File: src/rtl/seq_arith_8b_sminmax_if.sv
// ---------------------------------------------------------------------------
// seq_arith_8b_sminmax_if
//
// Purpose: bundles the element input stream and the result output stream of
// the streaming min/max reducer into a single interface.
//
// Signals:
//   in_val    element valid (producer -> reducer)
//   in_rdy    reducer can accept an element (reducer -> producer)
//   in_data   8-bit element
//   in_last   final element of the packet, qualified by accept
//   out_val   result valid (reducer -> consumer)
//   out_rdy   consumer takes the result (consumer -> reducer)
//   out_min   packet minimum
//   out_max   packet maximum
//   out_count element count, saturating at 255
//   out_eq    all elements of the packet were equal
//
// Modports:
//   slave  - the reducer itself
//   master - the environment driving elements and collecting results
// ---------------------------------------------------------------------------
interface seq_arith_8b_sminmax_if;

    logic       in_val;
    logic       in_rdy;
    logic [7:0] in_data;
    logic       in_last;
    logic       out_val;
    logic       out_rdy;
    logic [7:0] out_min;
    logic [7:0] out_max;
    logic [7:0] out_count;
    logic       out_eq;

    modport slave (
        input  in_val,
        input  in_data,
        input  in_last,
        input  out_rdy,
        output in_rdy,
        output out_val,
        output out_min,
        output out_max,
        output out_count,
        output out_eq
    );

    modport master (
        output in_val,
        output in_data,
        output in_last,
        output out_rdy,
        input  in_rdy,
        input  out_val,
        input  out_min,
        input  out_max,
        input  out_count,
        input  out_eq
    );

endinterface

File: src/rtl/seq_arith_8b_sminmax.sv
// ---------------------------------------------------------------------------
// seq_arith_8b_sminmax
//
// Purpose: streaming min/max reducer for 8-bit operands. Elements of a packet
// arrive on a valid/ready stream; when the element tagged in_last has been
// taken, the running minimum, running maximum, element count (saturating at
// 255) and an all-equal flag are offered on a valid/ready result stream.
//
// Ports:
//   clk    rising-edge clock
//   reset  asynchronous, active-high reset
//   bus    seq_arith_8b_sminmax_if.slave carrying both streams
//
// Build option:
//   SEQ_ARITH_8B_SMINMAX_UNSIGNED_EN  when defined, comparisons treat the
//   operands as unsigned 0..255; otherwise they are two's-complement signed.
// ---------------------------------------------------------------------------
module seq_arith_8b_sminmax (
    input  logic                         clk,
    input  logic                         reset,
    seq_arith_8b_sminmax_if.slave        bus
);

    typedef enum logic [1:0] {
        ST_FIRST,
        ST_ACCUM,
        ST_OUT
    } state_t;

    state_t     state_q;
    state_t     state_d;

    logic [7:0] min_q;
    logic [7:0] max_q;
    logic [7:0] count_q;

    logic       in_rdy_c;
    logic       out_val_c;
    logic       accept;
    logic       handoff;
    logic       is_less;
    logic       is_greater;

    // The comparators are the only thing the build option changes; everything
    // downstream just consumes the less-than / greater-than decisions.
`ifdef SEQ_ARITH_8B_SMINMAX_UNSIGNED_EN
    assign is_less    = (bus.in_data < min_q);
    assign is_greater = (bus.in_data > max_q);
`else
    assign is_less    = ($signed(bus.in_data) < $signed(min_q));
    assign is_greater = ($signed(bus.in_data) > $signed(max_q));
`endif

    assign accept  = bus.in_val  && in_rdy_c;
    assign handoff = out_val_c   && bus.out_rdy;

    // State register. Reset drops any partial packet by returning to FIRST.
    always_ff @(posedge clk or posedge reset) begin
        if (reset) begin
            state_q <= ST_FIRST;
        end else begin
            state_q <= state_d;
        end
    end

    // Next-state and handshake outputs. in_rdy and out_val depend on state
    // alone so there is no combinational path from in_val or out_rdy back to
    // the handshake outputs; the result and the next packet therefore never
    // overlap in the same cycle.
    always_comb begin
        state_d   = state_q;
        in_rdy_c  = 1'b0;
        out_val_c = 1'b0;
        case (state_q)
            ST_FIRST: begin
                in_rdy_c = 1'b1;
                if (bus.in_val) begin
                    state_d = bus.in_last ? ST_OUT : ST_ACCUM;
                end
            end
            ST_ACCUM: begin
                in_rdy_c = 1'b1;
                if (bus.in_val && bus.in_last) begin
                    state_d = ST_OUT;
                end
            end
            ST_OUT: begin
                out_val_c = 1'b1;
                if (bus.out_rdy) begin
                    state_d = ST_FIRST;
                end
            end
            default: begin
                state_d = ST_FIRST;
            end
        endcase
    end

    // Datapath registers. The first element of a packet seeds min/max and the
    // count; later elements only replace min/max on a strict win, so ties
    // leave the registers alone. The count sticks at 255 instead of wrapping.
    // Outside an accept the registers hold, which keeps the last result
    // visible through OUT and on into FIRST until the next packet starts.
    always_ff @(posedge clk or posedge reset) begin
        if (reset) begin
            min_q   <= 8'h00;
            max_q   <= 8'h00;
            count_q <= 8'h00;
        end else if (accept) begin
            if (state_q == ST_FIRST) begin
                min_q   <= bus.in_data;
                max_q   <= bus.in_data;
                count_q <= 8'd1;
            end else begin
                if (is_less) begin
                    min_q <= bus.in_data;
                end
                if (is_greater) begin
                    max_q <= bus.in_data;
                end
                if (count_q != 8'hFF) begin
                    count_q <= count_q + 8'd1;
                end
            end
        end
    end

    assign bus.in_rdy    = in_rdy_c;
    assign bus.out_val   = out_val_c;
    assign bus.out_min   = min_q;
    assign bus.out_max   = max_q;
    assign bus.out_count = count_q;
    // Equal extremes can only happen when every element matched the first.
    assign bus.out_eq    = (min_q == max_q);

    // The handoff strobe is folded into the FSM above; it is kept as a named
    // signal so the result transfer condition is visible in one place.
    logic handoff_unused;
    assign handoff_unused = handoff;

endmodule

File: src/flat_wrapper.sv
// flat-port wrapper written by rule: the top's interface ports become plain ports
module seq_arith_8b_sminmax_flat 
  (clk, reset, bus_in_val, bus_in_data, bus_in_last, bus_out_rdy, bus_in_rdy, bus_out_val, bus_out_min, bus_out_max, bus_out_count, bus_out_eq);
  seq_arith_8b_sminmax_if bus_i ();
  input  logic clk;
  input  logic reset;
  input wire logic [$bits(bus_i.in_val)-1:0] bus_in_val;
  input wire logic [$bits(bus_i.in_data)-1:0] bus_in_data;
  input wire logic [$bits(bus_i.in_last)-1:0] bus_in_last;
  input wire logic [$bits(bus_i.out_rdy)-1:0] bus_out_rdy;
  output wire logic [$bits(bus_i.in_rdy)-1:0] bus_in_rdy;
  output wire logic [$bits(bus_i.out_val)-1:0] bus_out_val;
  output wire logic [$bits(bus_i.out_min)-1:0] bus_out_min;
  output wire logic [$bits(bus_i.out_max)-1:0] bus_out_max;
  output wire logic [$bits(bus_i.out_count)-1:0] bus_out_count;
  output wire logic [$bits(bus_i.out_eq)-1:0] bus_out_eq;
  assign bus_i.in_val = bus_in_val;
  assign bus_i.in_data = bus_in_data;
  assign bus_i.in_last = bus_in_last;
  assign bus_i.out_rdy = bus_out_rdy;
  assign bus_in_rdy = bus_i.in_rdy;
  assign bus_out_val = bus_i.out_val;
  assign bus_out_min = bus_i.out_min;
  assign bus_out_max = bus_i.out_max;
  assign bus_out_count = bus_i.out_count;
  assign bus_out_eq = bus_i.out_eq;
  seq_arith_8b_sminmax u_core (.clk(clk), .reset(reset), .bus(bus_i));
endmodule
File: config.mk
export PLATFORM = sky130hd
export DESIGN_NAME = seq_arith_8b_sminmax_flat
export DESIGN_NICKNAME = d
export VERILOG_FILES = /design/src/rtl/seq_arith_8b_sminmax_if.sv /design/src/rtl/seq_arith_8b_sminmax.sv /design/src/flat_wrapper.sv
export SDC_FILE = /design/constraint.sdc
export NUM_CORES = 1
export LEC_CHECK = 0
export CAP_MARGIN = 20
export CELL_PAD_IN_SITES_DETAIL_PLACEMENT = 1
export CELL_PAD_IN_SITES_GLOBAL_PLACEMENT = 2
export CORE_MARGIN = 4
export CORE_UTILIZATION = 30
export DETAILED_ROUTE_END_ITERATION = 16
export PLACE_DENSITY = 0.84
export SETUP_SLACK_MARGIN = 0.4
export SYNTH_ARGS = -nofsm -noshare
export SYNTH_HDL_FRONTEND = slang
export SYNTH_SLANG_ARGS = --single-unit
File: constraint.sdc
create_clock -name clk -period 2.7 [get_ports clk]
set_clock_uncertainty 0.1 [all_clocks]
set_input_delay 0.27 -clock clk [delete_from_list [all_inputs] [get_ports clk]]
set_output_delay 0.27 -clock clk [all_outputs]
set_load 0.1 [all_outputs]
---- Word level (Yosys, flattened, before mapping) ----
Cells that the tools add are included.
word-level totals
  logic and storage cells ................. 38
  bits in registers ....................... 26
  bits in writable memories ............... 0
  output and inout bits ................... 27
  bits in read-only memories .............. 0
  memories ................................ 0
  latch bits .............................. 0
operators by class
  order comparisons ....................... 2
  reduce and logical (&&, ||, !) cells .... 11
  bitwise logic cells ..................... 0
  multipliers ............................. 0
  add/subtract/negate cells ............... 1
  shift operators ......................... 0
  divide/modulo/power cells ............... 0
  multiplexer cells ....................... 13
  eq/ne operators ......................... 7
operators by type and width
  kind                   number
  $mux W8                6
  $add A8 B1 Y8 const B  1
  $eq A8 B8 Y1           1
  $gt A8 B8 Y1           1
  $lt A8 B8 Y1           1
  $mux W2                4
  $ne A8 B8 Y1 const B   1
  $pmux W2 S3            1
  $reduce_and A2 Y1      3
  $reduce_bool A2 Y1     3
  $ne A2 B2 Y1 const B   2
  $reduce_and A3 Y1      1
  $eq A2 B1 Y1 const B   1
  $eq A2 B2 Y1 const B   1
  $logic_and A1 B1 Y1    2
  $logic_not A2 Y1       1
  $mux W1                2
  $ne A2 B1 Y1 const B   1
  $reduce_or A2 Y1       1

---- Longest topological paths before layout ----
  depth after elaboration ................. 5
  mapped depth ............................ 7

---- Least setup slack after synthesis ----
No wires, ideal clock.
  kind .................................... reg2out
  start ................................... reg u_core.max_q[0], in the netlist u_core.bus.out_max[0]
  end ..................................... out bus_out_eq
  path slack .............................. -195 ps
  cell stages (with the launch flop) ...... 4
  buffers on the path ..................... 0
  data required time ...................... 2,330 ps
  arrival ................................. 2,525 ps
  cells stage by stage .................... dfrtp_1 xnor2_1 nand4_1 nor2_1
between the ends
  cells in the longest elaborated chain, start to end .. 1
ends and longest elaborated chain
  item                      RTL line                     source
  start: declaration        seq_arith_8b_sminmax.sv:34   logic [7:0] max_q;
  start signal: assignment  seq_arith_8b_sminmax.sv:112  max_q <= bus.in_data;
  start signal: assignment  seq_arith_8b_sminmax.sv:119  max_q <= bus.in_data;
  $eq A8 B8 Y1              seq_arith_8b_sminmax.sv:134  assign bus.out_eq = (min_q == max_q);
  end: declaration          flat_wrapper.sv:16           output wire logic [$bits(bus_i.out_eq)-1:0] bus_out_eq;
Every way passes these cells.

---- Worst setup path after layout ----
  start ................................... reg u_core.max_q[7], in the netlist u_core.bus.out_max[7]
  end ..................................... reg u_core.max_q[7], in the netlist u_core.bus.out_max[7]
between the ends
  cells in the longest elaborated chain, start to end .. 3
ends and longest elaborated chain
  item                          RTL line                    source
  $gt A8 B8 Y1                  seq_arith_8b_sminmax.sv:51  assign is_greater = ($signed(bus.in_data) > $signed(max_q));
  $reduce_bool A2 Y1 (no line)  n/a
  $reduce_and A2 Y1 (no line)   n/a
Every way passes these cells.
A chain may end at the register's enable or synchronous reset.

==> flow_summary.json <==
{
  "crit_chain": "inv_2, ha_4, nand4_1, a211o_2, a21o_4, a31oi_4, buf_12, mux2_2",
  "cts_tree": "done",
  "die_w_um": 80.9,
  "syn_inst": 154,
  "initial_core_util": 0.310,
  "drv_slew": 0,
  "rsz0062_at_grt": "yes",
  "core_area_um2": 5140,
  "ys_ff_latch": 26,
  "worstSetupPathType": "register to register",
  "whs_ns": 0.289,
  "wl_per_cell_um": 15.6,
  "synth-edff-count": 0,
  "cts_buffer_depth": 2,
  "clk_latency_ns": 0.27,
  "grtUsageTotal": 0.145,
  "avgViaCountPerCell": 4.73,
  "ys_warn_count": 0,
  "cts_buffers": 3,
  "fin_crit_ns": 2.28,
  "fin_setup_tns_ns": 0,
  "num-nets-final": 244,
  "mappedNetlistNets": 183,
  "reg2reg_depth": 8,
  "cp-start-kind": "register",
  "synth_area_leaders": "dfrtp_1 41%, ha_1 13%, mux2_2 12%",
  "cts-root-buf": "clkbuf_8",
  "htreeDepth": 1,
  "synth_top_area_frac": 0.408,
  "relSlewSlack": 0.552,
  "yosysSeqAreaShare": 0.408,
  "drt-initial-drc-count": 42,
  "fp.dieArea_um2": 6540,
  "cp_slowest_stage_delay_ns": 0.43,
  "hold_path_class": "input port to asynchronous set/reset pin",
  "syn_to_final_growth_pct": 47.4,
  "syn_area_um2": 1590,
  "hpwlAfterDp_um": 3520,
  "diodes": 0,
  "cp.arrival_ns": 2.35,
  "clkTransAtPathRegs_ns": 0.09,
  "synth-main-ff-cell": "dfrtp_1",
  "r2r_start": "u_core.bus.out_max[7]",
  "fmax_mhz": 438,
  "cp_max_fo": 8,
  "hold_viol_final": 0,
  "grt_pass1_wl_um": 7330,
  "gp_congestion": 0.737,
  "dr.pass1.iters": 4,
  "ys_types": 31,
  "portBuffers": 39,
  "async_reset_ff_frac": 1.00,
  "rows": 26,
  "yosys.area.top_type": "dfrtp_1",
  "period_share": 0.846,
  "tightest_slew_ns": 0.671,
  "critPathRequiredTime_ns": 2.76,
  "grt_pass1_vias": 1483,
  "clock_sinks": 26,
  "end_kind": "register",
  "wl_um": 4440,
  "grt_max_degree": 18,
  "avgSynthCellArea_um2": 10.3,
  "ant_nets": 0,
  "drc_errors": 0,
  "overflow": 0,
  "final_layout_size_suffix_gt1_frac": 0.472,
  "pin_count": 40,
  "final-setup-viol-count": 0,
  "cp_slowest_cell": "dfrtp_4",
  "r2r_setup_slack_ns": 0.42,
  "die_h_um": 80.9,
  "num_vias": 1342,
  "maxCapViolCount": 0,
  "fill_cells": 609,
  "antenna_found_initial": 0,
  "r2r_end": "u_core.bus.out_max[7]",
  "status": "finished clean"
}
-- per-layer routing --
| layer | track usage | share of wire |
|---|---|---|
| met1 | 0.188 | 0.45 |
| met2 | 0.259 | 0.52 |
| met3 | 0.0122 | 0.025 |
| met4 | 0.0355 | 0.0070 |
| met5 | 0 | 0 |
-- how the worst max path moves through the flow --
stage,from,end,slack (ns),depth (start not counted)
2_1_floorplan,u_core.bus.out_min[2],bus_out_eq,0.26,3
3_3_place_gp,bus_in_data[7],u_core.bus.out_max[4],0.13,8
3_5_place_dp,bus_in_data[7],u_core.bus.out_max[7],0.05,8
4_1_cts,u_core.bus.out_max[7],u_core.bus.out_max[7],0.42,8
5_1_grt,u_core.bus.out_max[7],u_core.bus.out_max[7],0.36,8
6_report,u_core.bus.out_max[7],u_core.bus.out_max[7],0.42,8
-- cells in the mapped netlist (2+ instances only) --
cell type	number
nor2_1	8
nor2b_1	2
dfrtp_1	26
nand2_1	11
o21ai_0	3
nand4_1	7
nor3_1	5
mux2_2	17
a211oi_1	2
a21oi_1	6
xnor2_1	12
nand3_1	2
ha_1	16
inv_1	20
-- cell families after synthesis --
family / after synthesis / synth area share
and+or+nand+nor: 41 / 0.134
AOI/OAI and AO/OA: 20 / 0.0927
buffers and inverters: 22 / 0.0526
DFF: 26 / 0.408
xor gates and xnor gates: 12 / 0.0660
muxes: 17 / 0.120
adders and majority gates: 16 / 0.126
-- timing repair --
action	in CTS	in global routing
hold buffers	0	0
endpoints found under the setup margin	8	8
setup buffers	4	2
pin swaps	1	1
resized for setup	4	7
-- flip-flops by register name (all words and copies together) (netlist names) --
| name | count |
|---|---|
| u_core.bus.out_count | 8 |
| u_core.state_q | 2 |
| u_core.bus.out_min | 8 |
| u_core.bus.out_max | 8 |
-- critical path: cells and delay by family, from the launching register on --
kind | cells | cell delay, ns
buf+inv | 2 | 0.21
flops | 1 | 0.43
simple gates | 1 | 0.15
fa+ha+maj | 1 | 0.27
compound gates | 3 | 0.69
mux | 1 | 0.33
-- stage by stage --
stage               instance area (um^2)   util  setup WS [ns]  std cells
floorplan                           1680      -          0.256        154
global placement                    2190  0.426          0.126        274
detailed placement                  2190  0.426         0.0482        274
CTS                                 2310  0.449          0.418        282
global route                        2350  0.457          0.364        284
finish                              2350  0.457          0.416        284
-- layout make-up --
class,count,area (um^2),share of cell area
clock buffer,3,41.3,0.0176
clock inverter,1,30.0,0.0128
inverter,20,75.1,0.0320
multi-input combinational,106,943,0.402
sequential,26,691,0.294
tap,70,87.6,0.0373
timing repair buffer,58,480,0.205
-- placed cells by master, fill, tap and decap left out, types with 3 or more instances in the layout --
| cell | n |
|---|---|
| a21oi_1 | 6 |
| buf_4 | 45 |
| clkbuf_8 | 3 |
| clkdlybuf4s50_1 | 8 |
| dfrtp_1 | 10 |
| dfrtp_2 | 8 |
| dfrtp_4 | 8 |
| ha_1 | 12 |
| ha_4 | 4 |
| inv_1 | 15 |
| inv_2 | 5 |
| mux2_2 | 12 |
| mux2_4 | 5 |
| nand2_1 | 11 |
| nand4_1 | 7 |
| nor2_1 | 6 |
| nor3_1 | 5 |
| o21ai_0 | 3 |
| xnor2_1 | 12 |
Power is not shown: default switching activity piles up to over one toggle a cycle in this logic, so the estimate is an artifact.
